File: src/rtl/e203_sysper_icb2apb.sv
// ICB-to-APB bridge for the sysper port.
//
// Each accepted ICB command becomes one APB transfer (SETUP, then ACCESS until
// pready). The APB result comes back as one ICB response. Only one transfer is
// in flight at a time. A new command may be accepted in the same cycle that the
// previous response is taken, which gives one transfer every 3 cycles.
//
// Optional feature: define E203_ICB2APB_TIMEOUT_EN to abort an ACCESS phase
// that waits too long for pready. The abort returns rsp_err=1 and rdata=0.
//
// Ports:
//   clk, rst_n            clock, asynchronous active-low reset
//   icb_cmd_*             ICB command channel (valid/ready, addr, read, wdata, wmask)
//   icb_rsp_*             ICB response channel (valid/ready, err, rdata)
//   apb_*                 APB3/APB4 master (pprot tied to 3'b000)
module e203_sysper_icb2apb #(
  parameter int AW   = 32,
  parameter int DW   = 32,
  parameter int TO_W = 8
) (
  input  logic            clk,
  input  logic            rst_n,
  input  logic            icb_cmd_valid,
  output logic            icb_cmd_ready,
  input  logic [AW-1:0]   icb_cmd_addr,
  input  logic            icb_cmd_read,
  input  logic [DW-1:0]   icb_cmd_wdata,
  input  logic [DW/8-1:0] icb_cmd_wmask,
  output logic            icb_rsp_valid,
  input  logic            icb_rsp_ready,
  output logic            icb_rsp_err,
  output logic [DW-1:0]   icb_rsp_rdata,
  output logic [AW-1:0]   apb_paddr,
  output logic            apb_psel,
  output logic            apb_penable,
  output logic            apb_pwrite,
  output logic [DW-1:0]   apb_pwdata,
  output logic [DW/8-1:0] apb_pstrb,
  output logic [2:0]      apb_pprot,
  input  logic            apb_pready,
  input  logic [DW-1:0]   apb_prdata,
  input  logic            apb_pslverr
);

  typedef enum logic [1:0] {IDLE, SETUP, ACCESS, RSP} state_t;

  state_t            state_q, state_d;
  logic              psel_q, psel_d;
  logic              penable_q, penable_d;
  logic              pwrite_q, pwrite_d;
  logic [AW-1:0]     paddr_q, paddr_d;
  logic [DW-1:0]     pwdata_q, pwdata_d;
  logic [DW/8-1:0]   pstrb_q, pstrb_d;
  logic              rsp_valid_q, rsp_valid_d;
  logic              rsp_err_q, rsp_err_d;
  logic [DW-1:0]     rsp_rdata_q, rsp_rdata_d;
  logic              cmd_hsk;
  logic              to_abort;

  assign icb_cmd_ready = (state_q == IDLE) | ((state_q == RSP) & icb_rsp_ready);
  assign cmd_hsk       = icb_cmd_valid & icb_cmd_ready;

`ifdef E203_ICB2APB_TIMEOUT_EN
  // Abort fires on the cycle whose increment would bring the count to all-ones,
  // so ACCESS lasts at most 2^TO_W-1 cycles without pready.
  localparam logic [TO_W-1:0] TO_LAST = {TO_W{1'b1}} - TO_W'(1);
  logic [TO_W-1:0] to_cnt_q;

  always_ff @(posedge clk or negedge rst_n) begin
    if (!rst_n)                                 to_cnt_q <= '0;
    else if (state_q == SETUP)                  to_cnt_q <= '0;
    else if ((state_q == ACCESS) && !apb_pready) to_cnt_q <= to_cnt_q + TO_W'(1);
  end

  assign to_abort = (state_q == ACCESS) & ~apb_pready & (to_cnt_q == TO_LAST);
`else
  assign to_abort = 1'b0;
`endif

  always_comb begin
    state_d     = state_q;
    psel_d      = psel_q;
    penable_d   = penable_q;
    pwrite_d    = pwrite_q;
    paddr_d     = paddr_q;
    pwdata_d    = pwdata_q;
    pstrb_d     = pstrb_q;
    rsp_valid_d = rsp_valid_q;
    rsp_err_d   = rsp_err_q;
    rsp_rdata_d = rsp_rdata_q;

    case (state_q)
      IDLE: ;
      SETUP: begin
        penable_d = 1'b1;
        state_d   = ACCESS;
      end
      ACCESS: begin
        if (apb_pready) begin
          psel_d      = 1'b0;
          penable_d   = 1'b0;
          rsp_valid_d = 1'b1;
          rsp_err_d   = apb_pslverr;
          rsp_rdata_d = pwrite_q ? '0 : apb_prdata;
          state_d     = RSP;
        end else if (to_abort) begin
          psel_d      = 1'b0;
          penable_d   = 1'b0;
          rsp_valid_d = 1'b1;
          rsp_err_d   = 1'b1;
          rsp_rdata_d = '0;
          state_d     = RSP;
        end
      end
      RSP: begin
        if (icb_rsp_ready) begin
          rsp_valid_d = 1'b0;
          state_d     = IDLE;
        end
      end
      default: state_d = IDLE;
    endcase

    // Command capture is shared by IDLE and the RSP overlap case.
    if (cmd_hsk) begin
      paddr_d   = icb_cmd_addr & ~AW'(3);
      pwrite_d  = ~icb_cmd_read;
      pwdata_d  = icb_cmd_read ? '0 : icb_cmd_wdata;
      pstrb_d   = icb_cmd_read ? '0 : icb_cmd_wmask;
      psel_d    = 1'b1;
      penable_d = 1'b0;
      state_d   = SETUP;
    end
  end

  always_ff @(posedge clk or negedge rst_n) begin
    if (!rst_n) begin
      state_q     <= IDLE;
      psel_q      <= 1'b0;
      penable_q   <= 1'b0;
      pwrite_q    <= 1'b0;
      paddr_q     <= '0;
      pwdata_q    <= '0;
      pstrb_q     <= '0;
      rsp_valid_q <= 1'b0;
      rsp_err_q   <= 1'b0;
      rsp_rdata_q <= '0;
    end else begin
      state_q     <= state_d;
      psel_q      <= psel_d;
      penable_q   <= penable_d;
      pwrite_q    <= pwrite_d;
      paddr_q     <= paddr_d;
      pwdata_q    <= pwdata_d;
      pstrb_q     <= pstrb_d;
      rsp_valid_q <= rsp_valid_d;
      rsp_err_q   <= rsp_err_d;
      rsp_rdata_q <= rsp_rdata_d;
    end
  end

  assign apb_psel      = psel_q;
  assign apb_penable   = penable_q;
  assign apb_pwrite    = pwrite_q;
  assign apb_paddr     = paddr_q;
  assign apb_pwdata    = pwdata_q;
  assign apb_pstrb     = pstrb_q;
  assign apb_pprot     = 3'b000;
  assign icb_rsp_valid = rsp_valid_q;
  assign icb_rsp_err   = rsp_err_q;
  assign icb_rsp_rdata = rsp_rdata_q;

endmodule

File: config.mk
export PLATFORM = sky130hd
export DESIGN_NAME = e203_sysper_icb2apb
export DESIGN_NICKNAME = d
export VERILOG_FILES = /design/src/rtl/e203_sysper_icb2apb.sv
export SDC_FILE = /design/constraint.sdc
export NUM_CORES = 1
export LEC_CHECK = 0
export ABC_AREA = 1
export CAP_MARGIN = 30
export CORE_MARGIN = 2
export CORE_UTILIZATION = 44
export DETAILED_ROUTE_END_ITERATION = 10
export GPL_TIMING_DRIVEN = 1
export PLACE_DENSITY = 0.95
export SLEW_MARGIN = 40
export SYNTH_ARGS = -nofsm -noshare
export SYNTH_HDL_FRONTEND = slang
export SYNTH_SLANG_ARGS = --single-unit
File: constraint.sdc
create_clock -name clk -period 3.1 [get_ports clk]
set_input_delay 0.93 -clock clk [delete_from_list [all_inputs] [get_ports clk]]
set_output_delay 0.93 -clock clk [all_outputs]
set_load 0.05 [all_outputs]
==> results of run 1 <==
==> through the flow <==
stage	instance area, um2	cells	power, mW	hold slack [ns]
global route	6900	871	8.31	0.507
finish	6900	871	7.92	0.476
global placement	6680	855	6.87	0.453
detailed placement	6680	855	7.03	0.458
floorplan	4610	545	5.40	0.586
CTS	6900	871	7.97	0.481
==> cell usage after synthesis (2+ instances only) <==
cell        n
nand3_1    56
inv_1      41
o21ai_1    33
buf_4      10
buf_2      10
nand3b_1    2
nor2_1     36
dfrtp_1   105
inv_2       2
clkbuf_1   13
nand3_2    12
buf_6       6
nand2_1   208
==> final cells by class <==
cell class,count,share of cell area
Multi-Input combinational cell,356,0.226
Timing Repair Buffer,215,0.313
Clock inverter,5,0.0114
Sequential cell,105,0.381
Tap cell,136,0.0247
Inverter,43,0.0234
Clock buffer,11,0.0205
==> power groups by stage <==
| stage | Sequential (mW) | Clock (mW) | Combinational (mW) |
|---|---|---|---|
| after floorplan | 4.29 | 0 | 1.12 |
| after global placement | 2.27 | 0 | 4.60 |
| after detailed placement | 2.31 | 0 | 4.71 |
| after CTS | 2.30 | 0.949 | 4.72 |
| after global routing | 2.37 | 0.999 | 4.94 |
| final | 2.30 | 0.927 | 4.69 |
==> cells by family after synthesis <==
group | Yosys count | synth area share
other cells | 1 | 0.000816
compound gates | 34 | 0.0376
buf+inv | 84 | 0.0918
simple gates | 317 | 0.298
flops | 105 | 0.572
==> flip-flops by register name, indices dropped and copies added, names as in the netlist <==
name / cells
apb_paddr: 30
apb_penable: 1
apb_psel: 1
apb_pstrb: 4
apb_pwdata: 32
apb_pwrite: 1
icb_rsp_err: 1
icb_rsp_rdata: 32
icb_rsp_valid: 1
state_q: 2
==> path summary, 6_finish.rpt <==
check,from,to,slack (ns)
worst max-delay path,icb_rsp_ready,icb_cmd_ready,0.32
worst min-delay path,apb_paddr[28],apb_paddr[28],0.48
worst max register to register,state_q[1],apb_paddr[3],1.33
worst min register to register,apb_paddr[28],apb_paddr[28],0.48
max in group asynchronous,rst_n,icb_rsp_rdata[19],1.91
min in group asynchronous,rst_n,icb_rsp_rdata[24],0.52
==> layout by cell type, fill, tap and decap left out <==
| master | synthesis | final |
|---|---|---|
| nand2_1 | 208 | 208 |
| clkdlybuf4s50_1 | 0 | 205 |
| dfrtp_1 | 105 | 105 |
| nand3_1 | 56 | 56 |
| inv_1 | 41 | 40 |
| nor2_1 | 36 | 36 |
| o21ai_1 | 33 | 33 |
| nand3_2 | 12 | 12 |
| clkbuf_8 | 0 | 10 |
| buf_4 | 10 | 6 |
| conb_1 | 1 | 5 |
| inv_2 | 2 | 3 |
| buf_12 | 0 | 3 |
| nand3b_1 | 2 | 2 |
| clkinv_2 | 0 | 2 |
| bufinv_16 | 0 | 2 |
| nand2_2 | 1 | 1 |
| nand2_4 | 1 | 1 |
| nand2_8 | 1 | 1 |
| o211ai_1 | 1 | 1 |
| clkinv_4 | 0 | 1 |
| clkbuf_1 | 13 | 1 |
| buf_2 | 10 | 1 |
==> worst max-delay path: stages <==
cell and delay [ns]:
clkdlybuf4s50_1 0.51, nand3_2 0.11, nand2_4 0.14, buf_12 0.15
==> routing by layer <==
metal / GRT usage / vias to the layer above / wire length [um]
li1: - / 2036 / -
met1: 0.285 / 2015 / 5210
met2: 0.385 / 191 / 6280
met3: 0.0582 / 19 / 1060
met4: 0.0742 / 0 / 179
met5: 0 / - / 0
==> results.json, run 1 <==
{
  "io_buffers": 208,
  "yosys_warnings": 0,
  "critPathCaptureType": "output port",
  "power_leakage_nw": 3.42,
  "crit_arrival_ns": 1.85,
  "preCtsSetupSlack_ns": 0.331,
  "seq_power_share": 0.291,
  "antenna_found_initial": 0,
  "max_slew_margin": 0.501,
  "swShare": 0.510,
  "clockBufferDepth": 2,
  "grt_use_total": 0.228,
  "root_buffer": "clkbuf_8",
  "drc": 0,
  "core-area_um2": 10200,
  "fmax_mhz": 360,
  "rows": 37,
  "ys_ff_latch": 105,
  "viasPerCell": 4.89,
  "grt_max_degree": 71,
  "postCtsSetupBuffers": 0,
  "drv_cap": 0,
  "cts-resized-gates": 0,
  "pwr-share-comb": 0.592,
  "fin_ws_ns": 0.324,
  "status": "finished, final reports clean",
  "critPathKind": "input pin to output port",
  "dr.pass1.iters": 6,
  "clockPowerShare": 0.117,
  "start_util": 0.449,
  "die_y_um": 106,
  "synth_top_cell_by_area": "dfrtp_1",
  "grt_overflow": 0,
  "rsz0062_at_grt": "false",
  "numClockSinks": 105,
  "worst-r2r-cell-count": 6,
  "fin_nets": 837,
  "syn_avg_cell_area_um2": 8.49,
  "die_x_um": 106,
  "setup_viol": 0,
  "synthToLayoutAreaGrowth_pct": 50.2,
  "synth.distinct_cells": 20,
  "synthTopCellsByArea": "dfrtp_1, nand2_1, nand3_1",
  "hold_viol_final": 0,
  "synth_top_area_share": 0.572,
  "utilization": 0.675,
  "io_pins": 216,
  "holdPathStages": 2,
  "synth_edf_count": 0,
  "cts_tree": "done",
  "regArea_um2": 2630,
  "vdd_drop_max_mv": 0.648,
  "cts_made_buffers": 9,
  "synthArstFlopShare": 1.00,
  "syn_area_um2": 4590,
  "hold_buffers": 0,
  "p_per_area_nw_per_um2": 1150,
  "min_period_ns": 2.78,
  "dp_hpwl_um": 9070,
  "clkLatencyLatePin_ns": 0.36,
  "fin_tns_setup_ns": 0,
  "yosysSeqAreaShare": 0.572,
  "slew_violations": 0,
  "p_sw_mw": 4.04,
  "grt_pass1_wl_um": 20300,
  "grt_pass1_vias": 4181,
  "num_antenna_cells": 0,
  "place.gp.congestion": 0.740,
  "worstPathMaxFanout": 3,
  "dieArea_um2": 11300,
  "antenna_left": 0,
  "path_clk_slew_ns": 0.09,
  "drt_iter0_drc": 385,
  "num_vias": 4261,
  "tightest_slew_ns": 0.749,
  "critPathRequiredTime_ns": 2.17,
  "hp-class": "flop to flop",
  "multi_input_area_um2": 1560,
  "layout-drive-gt1-share": 0.0585,
  "wl_um": 12700,
  "internal-power_mw": 3.88,
  "finClkSkew_ns": 0.0103,
  "synthFlopType": "dfrtp_1",
  "post_drt_wl_per_cell_um": 14.6,
  "cp-start-kind": "input pin",
  "fill_cells": 783,
  "cts_htree_levels": 3,
  "period_share": 0.895,
  "synth_cells": 541
}
No activity file was read; power rests on OpenSTA's default activity.
==> run 2: changes to the inputs <==
HOLD_SLACK_MARGIN = 0.06   (was default)
==> results of run 2 <==
Same layout as run 1: the final DEF is identical, and so are final timing and power.
